`src/rtl/seven_seg_pkg.sv`:
```
// Shared constants, scan-phase encoding and anode decode for the
// multiplexed four-digit seven-segment scan controller.
package seven_seg_pkg;

  localparam int         NUM_DIGITS = 4;
  localparam logic [7:0] SEG_BLANK  = 8'hFF;
  localparam logic [3:0] ANODE_OFF  = 4'hF;
  localparam int         PWM_STEPS  = 16;

  typedef enum logic [1:0] {
    BLANK,
    ON,
    OFF
  } scan_state_t;

  function automatic logic [3:0] anode_decode(input logic [1:0] idx);
    anode_decode = ~(4'b0001 << idx);
  endfunction

endpackage

```
`src/rtl/seven_seg_tick_gen.sv`:
```
// PWM sub-tick prescaler: one-cycle tick every TICK_CYCLES enabled cycles,
// restarted on reset and at each slot boundary.
module seven_seg_tick_gen #(
  parameter int TICK_CYCLES = 2
) (
  input  logic clk,
  input  logic rst,
  input  logic clr,
  input  logic en,
  output logic tick
);

  localparam int            TW        = $clog2(TICK_CYCLES + 1);
  localparam logic [TW-1:0] TICK_LAST = TW'(TICK_CYCLES - 1);

  logic [TW-1:0] cnt;

  always_ff @(posedge clk) begin
    if (rst || clr) begin
      cnt <= '0;
    end else if (en) begin
      if (cnt == TICK_LAST) cnt <= '0;
      else                  cnt <= cnt + TW'(1);
    end
  end

  assign tick = en && (cnt == TICK_LAST);

endmodule

```
`src/rtl/seven_seg_scan_ctrl.sv`:
```
// Four-digit seven-segment scan scheduler: blank/on/off slot FSM with PWM
// brightness and a double-buffered pattern write port swapped at frame ends.
module seven_seg_scan_ctrl
  import seven_seg_pkg::*;
#(
  parameter int TICK_CYCLES  = 2,
  parameter int BLANK_CYCLES = 3
) (
  input  logic        clk,
  input  logic        rst,
  input  logic        wr_valid,
  output logic        wr_ready,
  input  logic [31:0] wr_data,
  input  logic [3:0]  brightness,
  input  logic [3:0]  digit_en,
  output logic [7:0]  seg_out,
  output logic [3:0]  anode,
  output logic        frame_done
);

  localparam int            SLOT       = BLANK_CYCLES + PWM_STEPS * TICK_CYCLES;
  localparam int            SW         = $clog2(SLOT);
  localparam logic [SW-1:0] SLOT_LAST  = SW'(SLOT - 1);
  localparam logic [SW-1:0] BLANK_LAST = SW'(BLANK_CYCLES - 1);
  localparam logic [1:0]    DIGIT_LAST = 2'(NUM_DIGITS - 1);

  scan_state_t   state;
  logic [SW-1:0] slot_cnt;
  logic [1:0]    digit;
  logic [3:0]    pwm_cnt;
  logic [3:0]    bright_q;
  logic [3:0]    en_q;
  logic [31:0]   active;
  logic [31:0]   pending;
  logic          pending_valid;
  logic          tick;
  logic          slot_last;
  logic          wr_fire;

  assign slot_last = (slot_cnt == SLOT_LAST);
  assign wr_ready  = ~pending_valid & ~rst;
  assign wr_fire   = wr_valid & wr_ready;

  seven_seg_tick_gen #(
    .TICK_CYCLES(TICK_CYCLES)
  ) u_tick_gen (
    .clk (clk),
    .rst (rst),
    .clr (slot_last),
    .en  (state != BLANK),
    .tick(tick)
  );

  // Each edge emits the outputs for the slot cycle held in slot_cnt/state,
  // then advances those registers to the following cycle.
  always_ff @(posedge clk) begin
    if (rst) begin
      state         <= BLANK;
      slot_cnt      <= '0;
      digit         <= 2'd0;
      pwm_cnt       <= 4'd0;
      bright_q      <= 4'd0;
      en_q          <= 4'd0;
      active        <= 32'hFFFF_FFFF;
      pending_valid <= 1'b0;
      anode         <= ANODE_OFF;
      seg_out       <= SEG_BLANK;
      frame_done    <= 1'b0;
    end else begin
      anode      <= ANODE_OFF;
      seg_out    <= SEG_BLANK;
      frame_done <= 1'b0;

      if (slot_cnt == '0) begin
        bright_q <= brightness;
        en_q     <= digit_en;
      end

      slot_cnt <= slot_last ? '0 : slot_cnt + SW'(1);

      if (tick && pwm_cnt != 4'hF) pwm_cnt <= pwm_cnt + 4'd1;

      case (state)
        BLANK: begin
          if (slot_cnt == BLANK_LAST) begin
            state   <= ON;
            pwm_cnt <= 4'd0;
          end
        end
        ON: begin
          if (en_q[digit]) begin
            anode   <= anode_decode(digit);
            seg_out <= active[{digit, 3'b000} +: 8];
          end
          if (tick && pwm_cnt == bright_q && bright_q != 4'hF) state <= OFF;
        end
        OFF: begin
        end
        default: state <= BLANK;
      endcase

      if (slot_last) begin
        state      <= BLANK;
        pwm_cnt    <= 4'd0;
        digit      <= (digit == DIGIT_LAST) ? 2'd0 : digit + 2'd1;
        frame_done <= (digit == DIGIT_LAST);
      end

      // The swap lands on the edge that closes the frame_done cycle, so a
      // write accepted on that same edge waits for the next frame.
      if (frame_done && pending_valid) begin
        active        <= pending;
        pending_valid <= 1'b0;
      end

      if (wr_fire) pending_valid <= 1'b1;
    end
  end

  always_ff @(posedge clk) begin
    if (wr_fire) pending <= wr_data;
  end

endmodule

```
`config.mk`:
```
export PLATFORM = sky130hd
export DESIGN_NAME = seven_seg_scan_ctrl
export DESIGN_NICKNAME = d
export VERILOG_FILES = /design/src/rtl/seven_seg_pkg.sv /design/src/rtl/seven_seg_tick_gen.sv /design/src/rtl/seven_seg_scan_ctrl.sv
export SDC_FILE = /design/constraint.sdc
export NUM_CORES = 1
export LEC_CHECK = 0
export ABC_AREA = 1
export BUFFER_PORTS_ARGS = -buffer_cell sky130_fd_sc_hd__buf_2
export CAP_MARGIN = 20
export CORE_UTILIZATION = 60
export CTS_BUF_LIST = sky130_fd_sc_hd__clkbuf_8 sky130_fd_sc_hd__clkbuf_16
export CTS_CLUSTER_DIAMETER = 150
export DETAILED_ROUTE_END_ITERATION = 10
export GPL_ROUTABILITY_DRIVEN = 0
export GPL_TIMING_DRIVEN = 0
export PLACE_DENSITY = 0.83
export SYNTH_ARGS = -nofsm -noshare
export SYNTH_HDL_FRONTEND = slang
export SYNTH_SLANG_ARGS = --single-unit
```
`constraint.sdc`:
```
create_clock -name clk -period 3.6 [get_ports clk]
set_input_delay 0 -clock clk [delete_from_list [all_inputs] [get_ports clk]]
set_output_delay 0 -clock clk [all_outputs]
set_load 0.01 [all_outputs]
```
==> impl_metrics.csv <==
group,metric,value,unit
run_status,outcome,"completed",
setup_path,cp.required,3910,ps
placed_design,dp_hpwl,5189,um
setup_path,worstReg2RegStart,"slot_cnt[0]",
grt,grt_use_total,27.51,%
sta,tns,0,ps
hold_path,hp-start,"wr_data[18]",
synthesis,synth_cell_types,30,
synthesis,synth_compound_area_share,7.826,%
floorplan,die_y,82.47,um
floorplan,fp.dieW,82.47,um
sta,fin_crit,1477,ps
route,dr_total_vias,3191,
route,drc,0,
clock_tree,worstSkewPairLatency,370,ps
synthesis,synthXorXnorAreaFrac,0.6763,%
sta,rsz0062_at_grt,"false",
route,dr.pass1.iters,4,
grt,overflow,0,
final_layout,nFillCells,413,
synthesis,yosysTopAreaCellShare,36.07,%
sta,slew_headroom,68.57,%
pwr,leakage,2.152,nW
synthesis,ys_seq_area_share,60.81,%
synthesis,synth_area_leader_cell,"dfxtp_1",
synthesis,synth_edf_count,32,
hold_path,hold_class,"input port to flop",
setup_path,rr_endpoint,"bright_q[1]",
hold_path,hold_depth,2,
synthesis,syn_avg_cell_area,9.316,um^2
sta,drv_slew,0,
clock_tree,clock_sinks,102,
setup_path,path_max_fanout,10,
sta,setup_ws,2123,ps
pwr,power.total,0.002069,W
synthesis,synthCells,417,
route,drtIter0Drc,199,
synthesis,synth_area,3885,um^2
placed_design,place_ws,1805,ps
final_layout,final_cell_mix,"96 x nand2_1, 70 x dfxtp_1, 64 x buf_2, 43 x nand3_1, 43 x dlygate4sd3_1",
final_layout,drive_gt1_share,20.45,%
floorplan,io_pins,57,
setup_path,ff2ff_setup_slack,2120,ps
route,wl_per_cell,13.78,um
synthesis,synth_area_leaders,"dfxtp_1 36%, edfxtp_1 25%, nand2_1 9.3%",
clock_tree,clkTransAtPathRegs,100,ps
setup_path,cp.arrival,1790,ps
final_layout,nets,579,
synthesis,synthAdderAreaFrac,2.576,%
setup_path,crit_path_end_kind,"flop",
final_layout,syn_to_final_growth,26.22,%
floorplan,coreArea,6096,um^2
grt,grt_pass1_vias,3172,
clock_tree,cts_buffers,9,
placed_design,port-buffer-count,56,
setup_path,crit_type,"flop to flop",
setup_path,start_kind,"flop",
pwr,power_density,421.9,nW/um^2
final_layout,final_common_cell,"nand2_1",
synthesis,synthFlopType,"dfxtp_1",
synthesis,synth_top_family_by_area,"simple AND/OR/NAND/NOR gates",
flow_run,maxCapViolations,0,
sta,final-hold-violation-count,0,
floorplan,placementRows,28,
synthesis,ys_ff_latch,102,
grt,grt_pass1_wl,13520,um
sta,fmax,677.1,MHz
clock_tree,clock_path_buffers,2,
pwr,ir_drop,0.0004345,V
synthesis,synth.net_count,468,
grt,antenna_found_initial,0,
synthesis,synth_mux_area_share,0,%
sta,setup_viol,0,
floorplan,initial_core_util,63.73,%
route,routed_wirelength,8380,um
sta,tightest_slew,471.4,ps
setup_path,reg2reg_depth,6,
grt,grt_max_degree,33,
synthesis,ys_warn_count,0,
clock_tree,cts_tree,"yes",
route,via_per_inst,5.248,
final_layout,diodes,0,
hold_path,whs_endpoint,"pending[18]",
clock_tree,root_buffer,"clkbuf_8",
sta,fin_skew,15.23,ps
clock_tree,post-cts-setup-buffer-count,0,
synthesis,synth_simple_gate_area_share,21.93,%
route,drtAntennaViolNets,0,
synthesis,async_reset_ff_share,0,%
sta,period_share,41.03,%
clock_tree,htree_levels,3,
floorplan,dieArea,6800,um^2
==> Yosys cell counts, types with 7 or more instances <==
cell / count
buf_2: 8
dfxtp_1: 70
nand3_1: 43
inv_1: 31
nand2_2: 10
a21oi_1: 17
nor2_1: 28
edfxtp_1: 32
ha_1: 8
o21ai_0: 24
clkbuf_1: 7
nand2_1: 96
o22ai_1: 8
inv_2: 7
==> worst max-delay path by stage <==
| stage | from | to | depth (start not counted) |
|---|---|---|---|
| global route | slot_cnt[0] | bright_q[1] | 6 |
| detailed placement | pending_valid | pending[16] | 3 |
| global placement | pending_valid | pending[19] | 3 |
| floorplan | pending_valid | pending[0] | 3 |
| finish | slot_cnt[0] | bright_q[1] | 6 |
| CTS | pending_valid | pending[14] | 3 |
==> where the power goes <==
group          total (W)  internal (W)  switching [W]
clock           0.000675      0.000267       0.000408
sequential       0.00124       0.00122      0.0000174
combinational   0.000154     0.0000772      0.0000766
==> worst max-delay path, stage by stage, from the launching register on <==
cell	delay (ps)
dfxtp_1	410
inv_1	100
ha_1	200
nand3_1	220
buf_2	270
o21ai_1	90
a21oi_1	130
==> layout make-up <==
| cell class | count | area [um^2] | area share [%] |
|---|---|---|---|
| Buffer | 17 | 93.84 | 1.914 |
| Clock buffer | 9 | 123.9 | 2.526 |
| Clock inverter | 7 | 62.56 | 1.276 |
| Inverter | 39 | 146.4 | 2.985 |
| Multi-Input combinational cell | 259 | 1282 | 26.15 |
| Sequential cell | 102 | 2362 | 48.18 |
| Tap cell | 75 | 93.84 | 1.914 |
| Timing Repair Buffer | 100 | 738.2 | 15.05 |
==> stage by stage <==
stage,instance area (um^2),hold slack [ps],utilization [%],instances
after floorplan,3885,50.08,-,417
after global placement,4259,176.1,69.87,548
after detailed placement,4259,178.1,69.87,548
after CTS,4876,316.1,79.99,607
after global routing,4903,312.6,80.44,608
final,4903,338.3,80.44,608
==> flip-flops by register name (all words and copies together) (netlist names) <==
| signal | count |
|---|---|
| u_tick_gen.cnt | 2 |
| anode | 4 |
| digit | 2 |
| slot_cnt | 6 |
| pwm_cnt | 4 |
| en_q | 4 |
| active | 32 |
| pending_valid | 1 |
| seg_out | 8 |
| frame_done | 1 |
| pending | 32 |
| bright_q | 4 |
| state | 2 |
==> routing by layer <==
layer / track usage (%) / up-vias / wire, um
li1: - / 1589 / -
met3: 7.582 / 24 / 360
met1: 29.67 / 1478 / 3351
met2: 50.08 / 100 / 4431
met5: 0 / - / 0
met4: 11.93 / 0 / 238
==> logic make-up (layout without fill, tap and decap cells) <==
logic type      Yosys count  in the layout
compound gates           57             57
fa+ha+maj                 8              8
buf+inv                  56            172
xor+xnor                  3              3
simple gates            191            191
flops                   102            102
==> repair_timing <==
action                     4_1_cts  5_1_grt
hold endpoints to repair        45        0
hold buffers                    43        0
resized for setup                0        0
setup endpoints to repair        0        0
Note: power is estimated with default switching activity, not from simulation.
